File: src/rtl/mcp4725_i2c_target_pkg.sv
// mcp4725_i2c_target_pkg: state encoding, device address and byte1 field positions
// shared by the MCP4725 target and the DAC master.
package mcp4725_i2c_target_pkg;
    typedef enum logic [2:0] {
        ST_IDLE, ST_ADDR, ST_ADDR_ACK, ST_BYTE1, ST_ACK1, ST_BYTE2, ST_ACK2, ST_IGNORE
    } state_t;
    localparam logic [6:0] MCP4725_ADDR = 7'h60;
    localparam int C2 = 7, C1 = 6, PD1 = 5, PD0 = 4;
    localparam logic [1:0] FAST_MODE = 2'b00;
    function automatic logic is_fast(input logic [7:0] b1);
        return {b1[C2], b1[C1]} == FAST_MODE;
    endfunction
endpackage

File: src/rtl/mcp4725_i2c_target_if.sv
// mcp4725_i2c_target_if: I2C pins plus the decoded DAC outputs of the target.
interface mcp4725_i2c_target_if;
    logic        scl_i, sda_i, sda_oe;
    logic [11:0] dac_code;
    logic [1:0]  pd;
    logic        code_valid, busy, cmd_err;
    modport slave (input scl_i, sda_i, output sda_oe, dac_code, pd, code_valid, busy, cmd_err);
    modport master(output scl_i, sda_i, input sda_oe, dac_code, pd, code_valid, busy, cmd_err);
endinterface

File: src/rtl/mcp4725_i2c_target_i2c_line_sync.sv
// i2c_line_sync: synchronizes SCL/SDA and flags SCL edges plus START/STOP conditions.
module i2c_line_sync #(
    parameter int SYNC_STAGES = 2
) (
    input  logic clk,
    input  logic rst,
    input  logic scl_i,
    input  logic sda_i,
    output logic sda,
    output logic scl_rise,
    output logic scl_fall,
    output logic start,
    output logic stop
);
    logic [SYNC_STAGES-1:0] scl_sr, sda_sr;
    logic scl, scl_h, sda_h;
    always_ff @(posedge clk) begin
        if (rst) begin
            scl_sr <= '1;
            sda_sr <= '1;
            scl_h  <= 1'b1;
            sda_h  <= 1'b1;
        end else begin
            scl_sr <= {scl_sr[SYNC_STAGES-2:0], scl_i};
            sda_sr <= {sda_sr[SYNC_STAGES-2:0], sda_i};
            scl_h  <= scl;
            sda_h  <= sda;
        end
    end
    assign scl      = scl_sr[SYNC_STAGES-1];
    assign sda      = sda_sr[SYNC_STAGES-1];
    assign scl_rise = scl & ~scl_h;
    assign scl_fall = ~scl & scl_h;
    // SDA edges only count as START/STOP while SCL is stably high
    assign start    = scl & scl_h & sda_h & ~sda;
    assign stop     = scl & scl_h & ~sda_h & sda;
endmodule

File: src/rtl/mcp4725_i2c_target.sv
// mcp4725_i2c_target: I2C write-only target decoding MCP4725 fast-mode frames into
// a 12-bit DAC code and power-down bits.
module mcp4725_i2c_target
    import mcp4725_i2c_target_pkg::*;
#(
    parameter logic [6:0] DEV_ADDR    = MCP4725_ADDR,
    parameter int         SYNC_STAGES = 2
) (
    input logic                    clk,
    input logic                    rst,
    mcp4725_i2c_target_if.slave    bus
);
    state_t state, state_n, shift_exit, ack_exit;
    logic [2:0] bit_cnt, bit_cnt_n;
    logic [7:0] shreg, shreg_n, hold, hold_n, byte_in;
    logic [11:0] code, code_n;
    logic [1:0] pd, pd_n;
    logic oe, oe_n, valid, valid_n, err, err_n;
    logic sda, scl_rise, scl_fall, start, stop;

    i2c_line_sync #(.SYNC_STAGES(SYNC_STAGES)) u_sync (
        .clk(clk), .rst(rst), .scl_i(bus.scl_i), .sda_i(bus.sda_i),
        .sda(sda), .scl_rise(scl_rise), .scl_fall(scl_fall), .start(start), .stop(stop)
    );

    always_ff @(posedge clk) begin
        if (rst) begin
            state   <= ST_IDLE;
            bit_cnt <= '0;
            shreg   <= '0;
            hold    <= '0;
            code    <= '0;
            pd      <= '0;
            oe      <= 1'b0;
            valid   <= 1'b0;
            err     <= 1'b0;
        end else begin
            state   <= state_n;
            bit_cnt <= bit_cnt_n;
            shreg   <= shreg_n;
            hold    <= hold_n;
            code    <= code_n;
            pd      <= pd_n;
            oe      <= oe_n;
            valid   <= valid_n;
            err     <= err_n;
        end
    end

    assign byte_in    = {shreg[6:0], sda};
    assign shift_exit = (state == ST_ADDR) ? ((byte_in == {DEV_ADDR, 1'b0}) ? ST_ADDR_ACK : ST_IGNORE)
                      : (state == ST_BYTE1) ? ST_ACK1 : ST_ACK2;
    assign ack_exit   = (state == ST_ACK1) ? ST_BYTE2 : ST_BYTE1;

    always_comb begin
        state_n   = state;
        bit_cnt_n = bit_cnt;
        shreg_n   = shreg;
        hold_n    = hold;
        code_n    = code;
        pd_n      = pd;
        oe_n      = oe;
        valid_n   = 1'b0;
        err_n     = 1'b0;
        if (start) begin
            state_n   = ST_ADDR;
            bit_cnt_n = '0;
            shreg_n   = '0;
            oe_n      = 1'b0;
        end else if (stop) begin
            state_n = ST_IDLE;
            oe_n    = 1'b0;
        end else begin
            case (state)
                ST_ADDR, ST_BYTE1, ST_BYTE2: if (scl_rise) begin
                    shreg_n   = byte_in;
                    bit_cnt_n = bit_cnt + 3'd1;
                    if (bit_cnt == 3'd7) begin
                        state_n = shift_exit;
                        hold_n  = (state == ST_BYTE1) ? byte_in : hold;
                    end
                end
                ST_ADDR_ACK, ST_ACK1, ST_ACK2: begin
                    // first fall after bit 8 grabs SDA, the fall after the ACK clock releases it
                    if (scl_fall) begin
                        oe_n    = !oe;
                        state_n = oe ? ack_exit : state;
                    end
                    if (scl_rise && state == ST_ACK2) begin
                        if (is_fast(hold)) begin
                            code_n  = {hold[3:0], shreg};
                            pd_n    = {hold[PD1], hold[PD0]};
                            valid_n = 1'b1;
                        end else begin
                            err_n = 1'b1;
                        end
                    end
                end
                ST_IGNORE: oe_n = 1'b0;
                default: state_n = state;
            endcase
        end
    end

    assign bus.sda_oe     = oe;
    assign bus.dac_code   = code;
    assign bus.pd         = pd;
    assign bus.code_valid = valid;
    assign bus.cmd_err    = err;
    assign bus.busy       = state != ST_IDLE;
endmodule

File: src/flat_wrapper.sv
// flat-port wrapper written by rule: the top's interface ports become plain ports
module mcp4725_i2c_target_flat import mcp4725_i2c_target_pkg::*;
#(
    parameter logic [6:0] DEV_ADDR    = MCP4725_ADDR,
    parameter int         SYNC_STAGES = 2
)
  (clk, rst, bus_scl_i, bus_sda_i, bus_sda_oe, bus_dac_code, bus_pd, bus_code_valid, bus_busy, bus_cmd_err);
  mcp4725_i2c_target_if bus_i ();
  input logic clk;
  input logic rst;
  input wire logic [$bits(bus_i.scl_i)-1:0] bus_scl_i;
  input wire logic [$bits(bus_i.sda_i)-1:0] bus_sda_i;
  output wire logic [$bits(bus_i.sda_oe)-1:0] bus_sda_oe;
  output wire logic [$bits(bus_i.dac_code)-1:0] bus_dac_code;
  output wire logic [$bits(bus_i.pd)-1:0] bus_pd;
  output wire logic [$bits(bus_i.code_valid)-1:0] bus_code_valid;
  output wire logic [$bits(bus_i.busy)-1:0] bus_busy;
  output wire logic [$bits(bus_i.cmd_err)-1:0] bus_cmd_err;
  assign bus_i.scl_i = bus_scl_i;
  assign bus_i.sda_i = bus_sda_i;
  assign bus_sda_oe = bus_i.sda_oe;
  assign bus_dac_code = bus_i.dac_code;
  assign bus_pd = bus_i.pd;
  assign bus_code_valid = bus_i.code_valid;
  assign bus_busy = bus_i.busy;
  assign bus_cmd_err = bus_i.cmd_err;
  mcp4725_i2c_target #(.DEV_ADDR(DEV_ADDR), .SYNC_STAGES(SYNC_STAGES)) u_core (.clk(clk), .rst(rst), .bus(bus_i));
endmodule
File: config.mk
export PLATFORM = sky130hd
export DESIGN_NAME = mcp4725_i2c_target_flat
export DESIGN_NICKNAME = d
export VERILOG_FILES = /design/src/rtl/mcp4725_i2c_target_pkg.sv /design/src/rtl/mcp4725_i2c_target_if.sv /design/src/rtl/mcp4725_i2c_target_i2c_line_sync.sv /design/src/rtl/mcp4725_i2c_target.sv /design/src/flat_wrapper.sv
export SDC_FILE = /design/constraint.sdc
export NUM_CORES = 1
export LEC_CHECK = 0
export ABC_CLOCK_PERIOD_IN_PS = 2200
export CORE_ASPECT_RATIO = 2
export CORE_UTILIZATION = 58
export CTS_CLUSTER_SIZE = 20
export DETAILED_ROUTE_END_ITERATION = 6
export PLACE_DENSITY_LB_ADDON = 0.1
export REMOVE_ABC_BUFFERS = 1
export SLEW_MARGIN = 10
export SYNTH_ARGS = -nofsm -noshare
export SYNTH_HDL_FRONTEND = slang
export SYNTH_SLANG_ARGS = --single-unit
File: constraint.sdc
create_clock -name clk -period 2.2 [get_ports clk]
set_input_delay 0.33 -clock clk [delete_from_list [all_inputs] [get_ports clk]]
set_output_delay 0.33 -clock clk [all_outputs]
set_load 0.02 [all_outputs]
==> results.yml <==
outcome:
  status: "complete, no violations"
critical_path:
  worst-path-max-fanout: 9
  crit_type: "flip-flop to output pin"
  start_kind: "flip-flop"
  critPathArrivalTime_ns: 1.73
  crit_slowest_cell: "clkdlybuf4s50_1"
  cp.required_ns: 1.87
  crit_buf_inv: 1
  critPathTopFamily: "buffers and inverters"
  path_cells: "nor2_1 > nand2_1 > clkdlybuf4s50_1"
  slowest_delay_ns: 0.59
  cp-end-kind: "output pin"
global_route:
  antenna_found_initial: 0
  grt_use_total: 0.2252
  grt_pass1_wl_um: 5782
  grt_pass1_vias: 1294
  grt_max_degree: 28
  grt_overflow: 0
clock_tree:
  cts_buffers: 5
  path_clk_slew_ns: 0.08
  cts_tree: "built"
  clk_latency_ns: 0.29
  cts.sinks: 45
  cts_resized: 0
  clockBufferDepth: 2
  post_cts_buffers: 0
  cts.root.buffer_cell: "clkbuf_8"
  cts_hold_buf: 0
  h-tree-depth: 2
power:
  max-vdd-ir-drop_v: 0.0006209
  p_leak_nw: 0.8195
  powerDensity_nw_per_um2: 654.7
floorplan:
  rows: 28
  io_pins: 22
  start_util: 0.6159
  die-area_um2: 3443
  core_um2: 3013
  dieHeight_um: 81.99
  die_x_um: 42.00
synth:
  synthTopCellsByCount: "dfxtp_1, nor2_1, nand2_1, mux2i_1, a21oi_1"
  synth_seq_cells: 45
  async_reset_ff_frac: 0
  synth-edff-count: 0
  yosys.area.top_type: "dfxtp_1"
  synth_top_flop_cell: "dfxtp_1"
  synth_area_per_cell_um2: 10.03
  synth_most_common_cell: "dfxtp_1"
  synth.distinct_cells: 40
  synth_top_area_share: 0.4855
  syn_inst: 185
  synth.yosys.warnings: 0
  netlist_area_um2: 1856
  synth-seq-area-share: 0.4855
  ys_top_cells_by_area: "dfxtp_1, mux2i_1, nor2_1"
placement:
  dp_slack_ns: 0.4740
  hpwl_um: 2536
  io_buffers: 21
  routabilityCongestion: 0.8023
sta:
  min_period_ns: 2.056
  tightest_slew_ns: 0.5893
  maxSlewHeadroom: 0.6042
  maxSlewViolCount: 0
  rsz0062_at_grt: "no"
  clock_skew_ns: 0.005161
  hold_violations: 0
  setup_viol_count_final: 0
  max_freq_ghz: 0.4865
  fin_setup_tns_ns: 0
  setup_ws_ns: 0.1445
  period_share: 0.9343
route:
  vias: 1329
  drt-total-wl_um: 3479
  drc_errors: 0
  routedWlPerCell_um: 14.87
  antenna_left: 0
  vias_per_cell: 5.679
  drt_iter0_markers: 42
  drtPass1Iterations: 4
layout:
  final_layout_size_suffix_gt1_frac: 0.1569
  diodes: 0
  fin_nets: 210
  area.growth.synth_to_final_pct: 15.31
  fillCellCount: 247
  final_core_util: 0.7101
job:
  drv_cap: 0
hold_path:
  hold_class: "flip-flop to flip-flop"
-- cells in the final DEF, fill, tap and decap left out, drive strengths merged, types with 2 or more instances in the layout --
cell | synthesis | final
nor2b | 2 | 2
nand2 | 24 | 24
inv | 3 | 3
nand2b | 4 | 4
a21oi | 14 | 14
nand4b | 3 | 3
buf | 7 | 2
mux2i | 18 | 18
a2111oi | 2 | 2
nor2 | 25 | 25
nor3 | 3 | 3
and3 | 2 | 2
a31oi | 2 | 2
nor4 | 3 | 3
or2 | 7 | 7
clkbuf | 4 | 7
ha | 2 | 2
xnor2 | 2 | 2
clkdlybuf4s50 | 0 | 21
a211oi | 2 | 2
dfxtp | 45 | 45
-- routing by layer --
metal / global-route usage / wire length [µm]
met5: 0 / 0
met2: 0.4109 / 1957
met4: 0.1548 / 97
met1: 0.2265 / 1341
met3: 0.03956 / 82
-- cell families (layout without fill, tap and decap cells) --
group,after synthesis,after routing,share of synthesized area
AO/OA/AOI/OAI,24,24,0.09777
flip-flops,45,45,0.4855
buffers and inverters,14,33,0.04113
adder cells (fa/ha/maj),2,2,0.01348
AND/OR/NAND/NOR,80,80,0.2556
multiplexers,18,18,0.09710
XOR/XNOR,2,2,0.009442
-- sequential cells by signal (all words and copies together), names as in the netlist --
register	flops
u_core.bus.dac_code	12
u_core.hold	8
u_core.shreg	8
u_core.bit_cnt	3
u_core.state	3
u_core.bus.pd	2
u_core.u_sync.scl_sr	2
u_core.u_sync.sda_sr	2
u_core.bus.cmd_err	1
u_core.bus.code_valid	1
u_core.bus.sda_oe	1
u_core.u_sync.scl_h	1
u_core.u_sync.sda_h	1
-- where the power goes --
part	internal, mW	switching, mW	leakage (nW)
Sequential	0.821	0.0125	0.364
Clock	0.249	0.257	0.0443
Combinational	0.0281	0.0329	0.411
-- final timing paths --
kind | endpoint | cells after the start | slack [ns] | from
setup / recovery | bus_busy | 3 | 0.14 | u_core.state[1]
hold reg to reg | u_core.u_sync.scl_sr[1] | 1 | 0.42 | u_core.u_sync.scl_sr[0]
hold / removal | u_core.u_sync.scl_sr[1] | 1 | 0.42 | u_core.u_sync.scl_sr[0]
setup reg to reg | u_core.hold[1] | 7 | 0.50 | u_core.bit_cnt[0]
-- stage by stage --
| step | hold WS [ns] | cell area, µm² | cells | power [mW] |
|---|---|---|---|---|
| 6_report | 0.4181 | 2140 | 234 | 1.401 |
| 4_1_cts | 0.4235 | 2140 | 234 | 1.409 |
| 3_3_place_gp | 0.3931 | 2053 | 227 | 0.9129 |
| 2_1_floorplan | 0.3895 | 1790 | 174 | 0.8863 |
| 3_5_place_dp | 0.4011 | 2053 | 227 | 0.9141 |
| 5_1_grt | 0.4470 | 2140 | 234 | 1.446 |
-- layout make-up --
| cell class | instances | area, µm² | share of cell area |
|---|---|---|---|
| multi-input cells | 126 | 878.3 | 0.4105 |
| inverters | 3 | 11.26 | 0.005263 |
| clock buffers | 7 | 86.33 | 0.04035 |
| repair buffers | 23 | 225.2 | 0.1053 |
| flip-flops and latches | 45 | 900.9 | 0.4211 |
| well taps | 30 | 37.54 | 0.01754 |
Power figures use the tool's default switching activity.
